$ cat config.mk
export PLATFORM = sky130hd
export DESIGN_NAME = st_buffer_stage
export DESIGN_NICKNAME = d
export VERILOG_FILES = /design/src/rtl/st_buffer_stage.sv
export SDC_FILE = /design/constraint.sdc
export NUM_CORES = 1
export LEC_CHECK = 0
export ABC_AREA = 1
export CORE_MARGIN = 2
export CORE_UTILIZATION = 50
export DETAILED_ROUTE_END_ITERATION = 8
export PLACE_DENSITY = 0.72
export SYNTH_ARGS = -nofsm -noshare
export SYNTH_HDL_FRONTEND = slang
export SYNTH_SLANG_ARGS = --single-unit
$ cat constraint.sdc
create_clock -name clk -period 11.38 [get_ports clk]
set_input_delay 1.707 -clock clk [delete_from_list [all_inputs] [get_ports clk]]
set_output_delay 1.707 -clock clk [all_outputs]
set_load 0.1 [all_outputs]
$ cat src/rtl/st_buffer_stage.sv
// Store queue between MA and data memory: aligns SB/SH/SW into word writes with byte
// enables, buffers DEPTH entries and drains them in order over a req/ack port.
module st_buffer_stage #(
   parameter int unsigned DEPTH = 4,
   parameter int unsigned AW    = 30
) (
   input  logic          clk,
   input  logic          rst,
   input  logic          cmd_st_ma,
   input  logic [1:0]    st_code_ma,
   input  logic [31:0]   st_adr_ma,
   input  logic [31:0]   st_data_ma,
   output logic          st_stall,
   output logic          misalign_err,
   output logic          dmem_req,
   output logic [AW-1:0] dmem_adr,
   output logic [31:0]   dmem_wdata,
   output logic [3:0]    dmem_be,
   input  logic          dmem_ack,
   input  logic [31:0]   ld_chk_adr,
   output logic          ld_hit,
   output logic          queue_empty
);

   localparam int unsigned PW = (DEPTH > 1) ? $clog2(DEPTH) : 1;
   localparam int unsigned CW = PW + 1;

   logic [AW-1:0]    r_adr   [DEPTH];
   logic [31:0]      r_wdata [DEPTH];
   logic [3:0]       r_be    [DEPTH];
   logic [DEPTH-1:0] r_vld;
   logic [PW-1:0]    r_wr_ptr;
   logic [PW-1:0]    r_rd_ptr;
   logic [CW-1:0]    r_count;
   logic             r_misalign;

   logic             w_legal;
   logic [3:0]       w_be;
   logic [31:0]      w_wdata;
   logic             w_full;
   logic             w_push;
   logic             w_reject;
   logic             w_pop;
   logic             w_hit;
   logic [AW-1:0]    w_ld_word;
   logic             w_unused;

   always_comb begin
      w_legal = 1'b0;
      w_be    = '0;
      w_wdata = '0;
      case (st_code_ma)
         2'b00: begin
            w_legal = 1'b1;
            w_be    = 4'b0001 << st_adr_ma[1:0];
            w_wdata = {4{st_data_ma[7:0]}};
         end
         2'b01: begin
            w_legal = ~st_adr_ma[0];
            w_be    = st_adr_ma[1] ? 4'b1100 : 4'b0011;
            w_wdata = {2{st_data_ma[15:0]}};
         end
         2'b10: begin
            w_legal = (st_adr_ma[1:0] == 2'b00);
            w_be    = 4'b1111;
            w_wdata = st_data_ma;
         end
         default: begin
            w_legal = 1'b0;
         end
      endcase
   end

   // A full queue blocks pushes even when the head pops in the same cycle.
   assign w_full    = (r_count == CW'(DEPTH));
   assign w_push    = cmd_st_ma & w_legal & ~w_full;
   assign w_reject  = cmd_st_ma & ~w_legal & ~w_full;
   assign w_pop     = dmem_req & dmem_ack;
   assign w_ld_word = ld_chk_adr[AW+1:2];
   assign w_unused  = ^{ld_chk_adr, st_adr_ma};

   always_ff @(posedge clk or posedge rst) begin
      if (rst) begin
         r_wr_ptr   <= '0;
         r_rd_ptr   <= '0;
         r_count    <= '0;
         r_vld      <= '0;
         r_misalign <= 1'b0;
         for (int unsigned i = 0; i < DEPTH; i++) begin
            r_adr[i]   <= '0;
            r_wdata[i] <= '0;
            r_be[i]    <= '0;
         end
      end else begin
         r_misalign <= w_reject;
         if (w_push) begin
            r_adr[r_wr_ptr]   <= st_adr_ma[AW+1:2];
            r_wdata[r_wr_ptr] <= w_wdata;
            r_be[r_wr_ptr]    <= w_be;
            r_vld[r_wr_ptr]   <= 1'b1;
            r_wr_ptr          <= r_wr_ptr + 1'b1;
         end
         if (w_pop) begin
            r_vld[r_rd_ptr] <= 1'b0;
            r_rd_ptr        <= r_rd_ptr + 1'b1;
         end
         case ({w_push, w_pop})
            2'b10:   r_count <= r_count + 1'b1;
            2'b01:   r_count <= r_count - 1'b1;
            default: r_count <= r_count;
         endcase
      end
   end

   // Conservative word-granular match; the head still counts in its pop cycle.
   always_comb begin
      w_hit = 1'b0;
      for (int unsigned i = 0; i < DEPTH; i++) begin
         if (r_vld[i] && (r_adr[i] == w_ld_word)) begin
            w_hit = 1'b1;
         end
      end
   end

   assign dmem_req     = (r_count != '0);
   assign dmem_adr     = dmem_req ? r_adr[r_rd_ptr]   : '0;
   assign dmem_wdata   = dmem_req ? r_wdata[r_rd_ptr] : '0;
   assign dmem_be      = dmem_req ? r_be[r_rd_ptr]    : '0;
   assign st_stall     = w_full;
   assign queue_empty  = (r_count == '0);
   assign misalign_err = r_misalign;
   assign ld_hit       = w_hit;

endmodule
# After elaboration in Yosys (flattened, before gate mapping)
# Cells that the tools add are included.
classes:
  magnitude_cmp: 7
  n_eq_ne: 9
  n_addsub: 4
  muxes: 36
  shift: 1
  n_reduce_logical: 12
  bitwise_logic: 13
ops:
  columns: ["cell", "n"]
  rows:
  - ["$bwmux W128", 1]
  - ["$mux W32", 4]
  - ["$bwmux W120", 1]
  - ["$eq A30 B30 Y1", 4]
  - ["$mux W30", 4]
  - ["$pmux W32 S3", 1]
  - ["$bmux W32 S2", 1]
  - ["$demux W32 S2", 1]
  - ["$bmux W30 S2", 1]
  - ["$demux W30 S2", 1]
  - ["$mux W4", 7]
  - ["$bwmux W16", 1]
  - ["$pmux W4 S3", 1]
  - ["$bmux W4 S2", 1]
  - ["$demux W4 S2", 1]
  - ["$logic_and A1 B1 Y1", 7]
  - ["$ge A3 B3 Y1 const B", 2]
  - ["$lt A2 B3 Y1 const B", 2]
  - ["$mux W1", 6]
  - ["$not A2 Y3", 2]
  - ["$pmux W3 S2", 1]
  - ["$and A1 B1 Y1", 5]
  - ["$add A2 B1 Y2 const B", 2]
  - ["$and A4 B4 Y4", 1]
  - ["17 further kinds", 24]
totals:
  in_bits: 102
  output_inout_bits: 71
  word_cells: 99
  reg_bits: 276

# Logic depth before layout (Yosys ltp)
depth:
  ltp_word: 8
  ltp_mapped: 11
  ltp_nobuf: 11

# Worst setup path before layout
# OpenSTA, ideal clock, no wires.
synth_timing:
  kind: "input-to-output"
  start: "input ld_chk_adr[25]"
  end: "output ld_hit"
  slack_ns: 6.760
  cell_stages: 9
  arrival_time_ns: 2.913
  cell_sequence: "inv_1 -> o21ai_0 -> nor2_1 -> nand2_1 -> nor2_1 -> nand2_1 -> nor2_1 -> nor2_1 -> nand2_1"
synth_between:
  elab_chain_cells: 6
  elab_cells_between_ends: 12
  classes_between: "4 x eq/ne; 4 x mux; 4 x reduce/logical"
synth_lines:
  columns: ["element", "line_no", "text"]
  rows:
  - ["from (decl)", "20", "input logic [31:0] ld_chk_adr,"]
  - ["$eq A30 B30 Y1", "119", "if (r_vld[i] && (r_adr[i] == w_ld_word)) begin"]
  - ["$logic_and A1 B1 Y1", "119", null]
  - ["$mux W1 (3 in a row)", "119", null]
  - ["$mux W1 *", "119", null]
  - ["to (decl)", "21", "output logic ld_hit,"]
# Mark *: on every way between the ends. The rest lies on a longest branch, timed or not.

# Worst setup path in the final report
layout_timing:
  start: "input ld_chk_adr[28]"
  end: "output ld_hit"
# The elaborated chain is that of the path after synthesis.

==> summary.txt <==
Outcome
  • Outcome: complete, no violations

Finish
  • Fin nets: 2320
  • Filler cells: 2777
  • Share of cells above drive strength 1: 0.0327
  • Post-Layout Inst Area: 17700 um^2
  • Synth-to-Final Area Change: 18.1%

CTS
  • Setup repair bufs after CTS: 0
  • Clock Sinks: 276
  • Post-cts gate resize count: 0
  • Clock Latency Late Sink: 0.56 ns
  • CTS Buffer Depth: 3
  • # H-tree levels: 1
  • CTS root buffer: clkbuf_16
  • CTS Buf Count: 30
  • Clock slew at reported path FFs: 0.05 ns
  • Cts hold-fix bufs: 0
  • CTS tree: built

GRT
  • Largest net degree at the start of global routing: 135
  • Initial antenna violation count: 2
  • First-pass GRT wire length: 71700 um
  • Overall global routing resource usage: 0.293
  • Vias in the first global route: 13300
  • Remaining global-route overflow: 0

Synthesis
  • Post-synthesis area per instance: 7.12 um^2
  • Yosys warnings: 0
  • Syn_nets: 2213
  • Register area share after synthesis: 0.462
  • Cell Area, Synth: 15000 um^2
  • Yosys top cell area share: 0.462
  • Post-Synthesis Cells: 2101
  • Post-synth top area cell: dfrtp_1
  • Post-synth cell types: 29
  • Largest cells by area after synthesis: dfrtp_1, nand2_1, o21ai_0
  • Flops & latches, synth: 276

Critical path
  • Critical Path RT: 9.67 ns
  • Max Fanout on Critical Path: 5
  • Cell count of the worst reg-to-reg path: 7
  • Worst setup SP type: input pin
  • RR Endpoint: r_wdata[63]
  • Reg-to-reg slack, setup: 8.64 ns
  • CP endpoint kind: output port
  • Setup CP Type: input pin to output port
  • Critical Path AT: 4.57 ns
  • Reg2reg start: r_count[1]

Die
  • Initial Util: 0.506
  • Die Height: 177 um
  • Die area: 31300 um^2
  • Ports: 173
  • Row Count: 63
  • Core area: 29600 um^2
  • Width of the die: 177 um

STA
  • Final setup skew: 0.0110 ns
  • Peak Freq: 159 MHz
  • Fin Setup TNS: 0 ns
  • Slew HR: 0.258
  • Tcrit/Tclk final: 0.552
  • Fin. Hold Viols: 0
  • Max-slew violation count: 0
  • Least-Margin Pin Slew: 1.11 ns
  • RSZ-0062 raised after global routing: false
  • Final setup margin: 5.10 ns
  • Final setup violation count: 0
  • Fin crit period: 6.28 ns

Worst hold path
  • Min-delay worst type: register to register
  • Hold Crit Start: r_wdata[124]
  • Hold worst-path end: r_wdata[124]
  • Hold Crit Depth: 2

Drt
  • Post-route ant nets: 0
  • Residual DRC: 0
  • Vias per cell: 5.39
  • Vias: 14100
  • DR pass1 iterations: 6
  • Routed wire per std cell: 17.4 um
  • Total wire length: 45600 um
  • DR iter-0 viols: 1483

Placed design
  • Placement Cell Area: 16700 um^2
  • Worst setup slack after placement: 5.14 ns
  • Hpwl dp: 29800 um
  • GPL Wtd Cong: 0.988
  • Number of port buffers: 170

Flow run
  • Max Cap Viol: 0
-- through the flow --
step,utilization,hold slack [ns],std cells
2_1_floorplan,-,0.444,2101
3_3_place_gp,0.565,0.456,2566
3_5_place_dp,0.565,0.460,2566
4_1_cts,0.597,0.475,2620
5_1_grt,0.597,0.493,2620
6_report,0.598,0.473,2622
-- synthesized netlist by cell type, drive strengths merged --
cell     instances
nand2          743
o21ai          358
dfrtp          276
inv            238
nor2           147
a21oi          142
clkbuf          63
buf             44
o211ai          31
nand3           21
xnor2           10
ha               9
xor2             7
a2bb2oi          4
a31oi            4
clkinv           2
fa               1
nor3             1
-- final cells by class --
class | instances | area [um^2] | share of cell area
Tap cell | 390 | 488 | 0.0276
Clock inverter | 8 | 96.3 | 0.00545
Multi-Input combinational cell | 1478 | 6590 | 0.373
Sequential cell | 276 | 6910 | 0.391
Clock buffer | 46 | 872 | 0.0494
Timing Repair Buffer | 182 | 1790 | 0.101
Antenna cell | 2 | 5.00 | 0.000283
Inverter | 240 | 908 | 0.0514
-- worst max-delay path by stage --
stage	startpoint	end	slack, ns	depth (start not counted)
after global routing	r_rd_ptr[0]	dmem_be[0]	5.02	7
after global placement	ld_chk_adr[28]	ld_hit	5.16	12
after CTS	ld_chk_adr[28]	ld_hit	5.14	12
final	ld_chk_adr[28]	ld_hit	5.10	12
after floorplan	rst	misalign_err	2.06	1
after detailed placement	ld_chk_adr[28]	ld_hit	5.14	12
-- worst max-delay path: stages --
cell and delay, ns:
clkdlybuf4s50_1 0.57, inv_1 0.10, nand2_1 0.06, nand2_1 0.12, nor2_1 0.26, nand2_1 0.14
nor2_1 0.15, nand2_1 0.07, nor2_1 0.10, nor2_1 0.05, nand2_1 0.08, clkdlybuf4s50_1 1.14
-- cell usage in the layout (no fill, tap or decap), types with 2 or more instances in the layout --
master	netlist	layout
dfrtp_1	276	274
xnor2_1	10	10
nand2_1	739	739
inv_1	233	232
clkbuf_1	63	11
o21ai_1	41	41
a2bb2oi_1	4	4
inv_2	5	6
o21ai_0	316	316
ha_1	9	9
clkdlybuf4s50_1	0	170
nor2_1	144	144
a31oi_1	4	4
clkbuf_8	0	4
bufinv_16	0	2
clkbuf_16	0	31
xor2_1	7	7
o211ai_1	31	31
nand2_4	2	2
a21oi_1	142	142
buf_4	6	12
clkinv_2	0	4
dfrtp_4	0	2
diode_2	0	2
nand2_2	2	2
nand3_1	21	21
-- cell families after synthesis --
logic type,Yosys count,share of synthesized area
fa+ha+maj,10,0.00887
buf+inv,347,0.0977
xor+xnor,17,0.00996
flops,276,0.462
compound gates,539,0.188
simple gates,912,0.234
-- routing by layer --
| layer | wire length, um | vias to the layer above | track usage |
|---|---|---|---|
| li1 | - | 6850 | - |
| met1 | 18700 | 6616 | 0.391 |
| met2 | 21600 | 568 | 0.483 |
| met3 | 3760 | 91 | 0.0485 |
| met4 | 1600 | 0 | 0.111 |
| met5 | 0 | - | 0 |
-- state kept, by name, summed over array words and instances (netlist names) --
register,cells
r_adr,120
r_rd_ptr,2
r_wr_ptr,2
r_be,16
r_wdata,128
r_vld,4
r_count,3
misalign_err,1
Power is left out: the tool's default activity adds up to more than one toggle a clock period on the data nets, which glitch-free logic cannot reach.
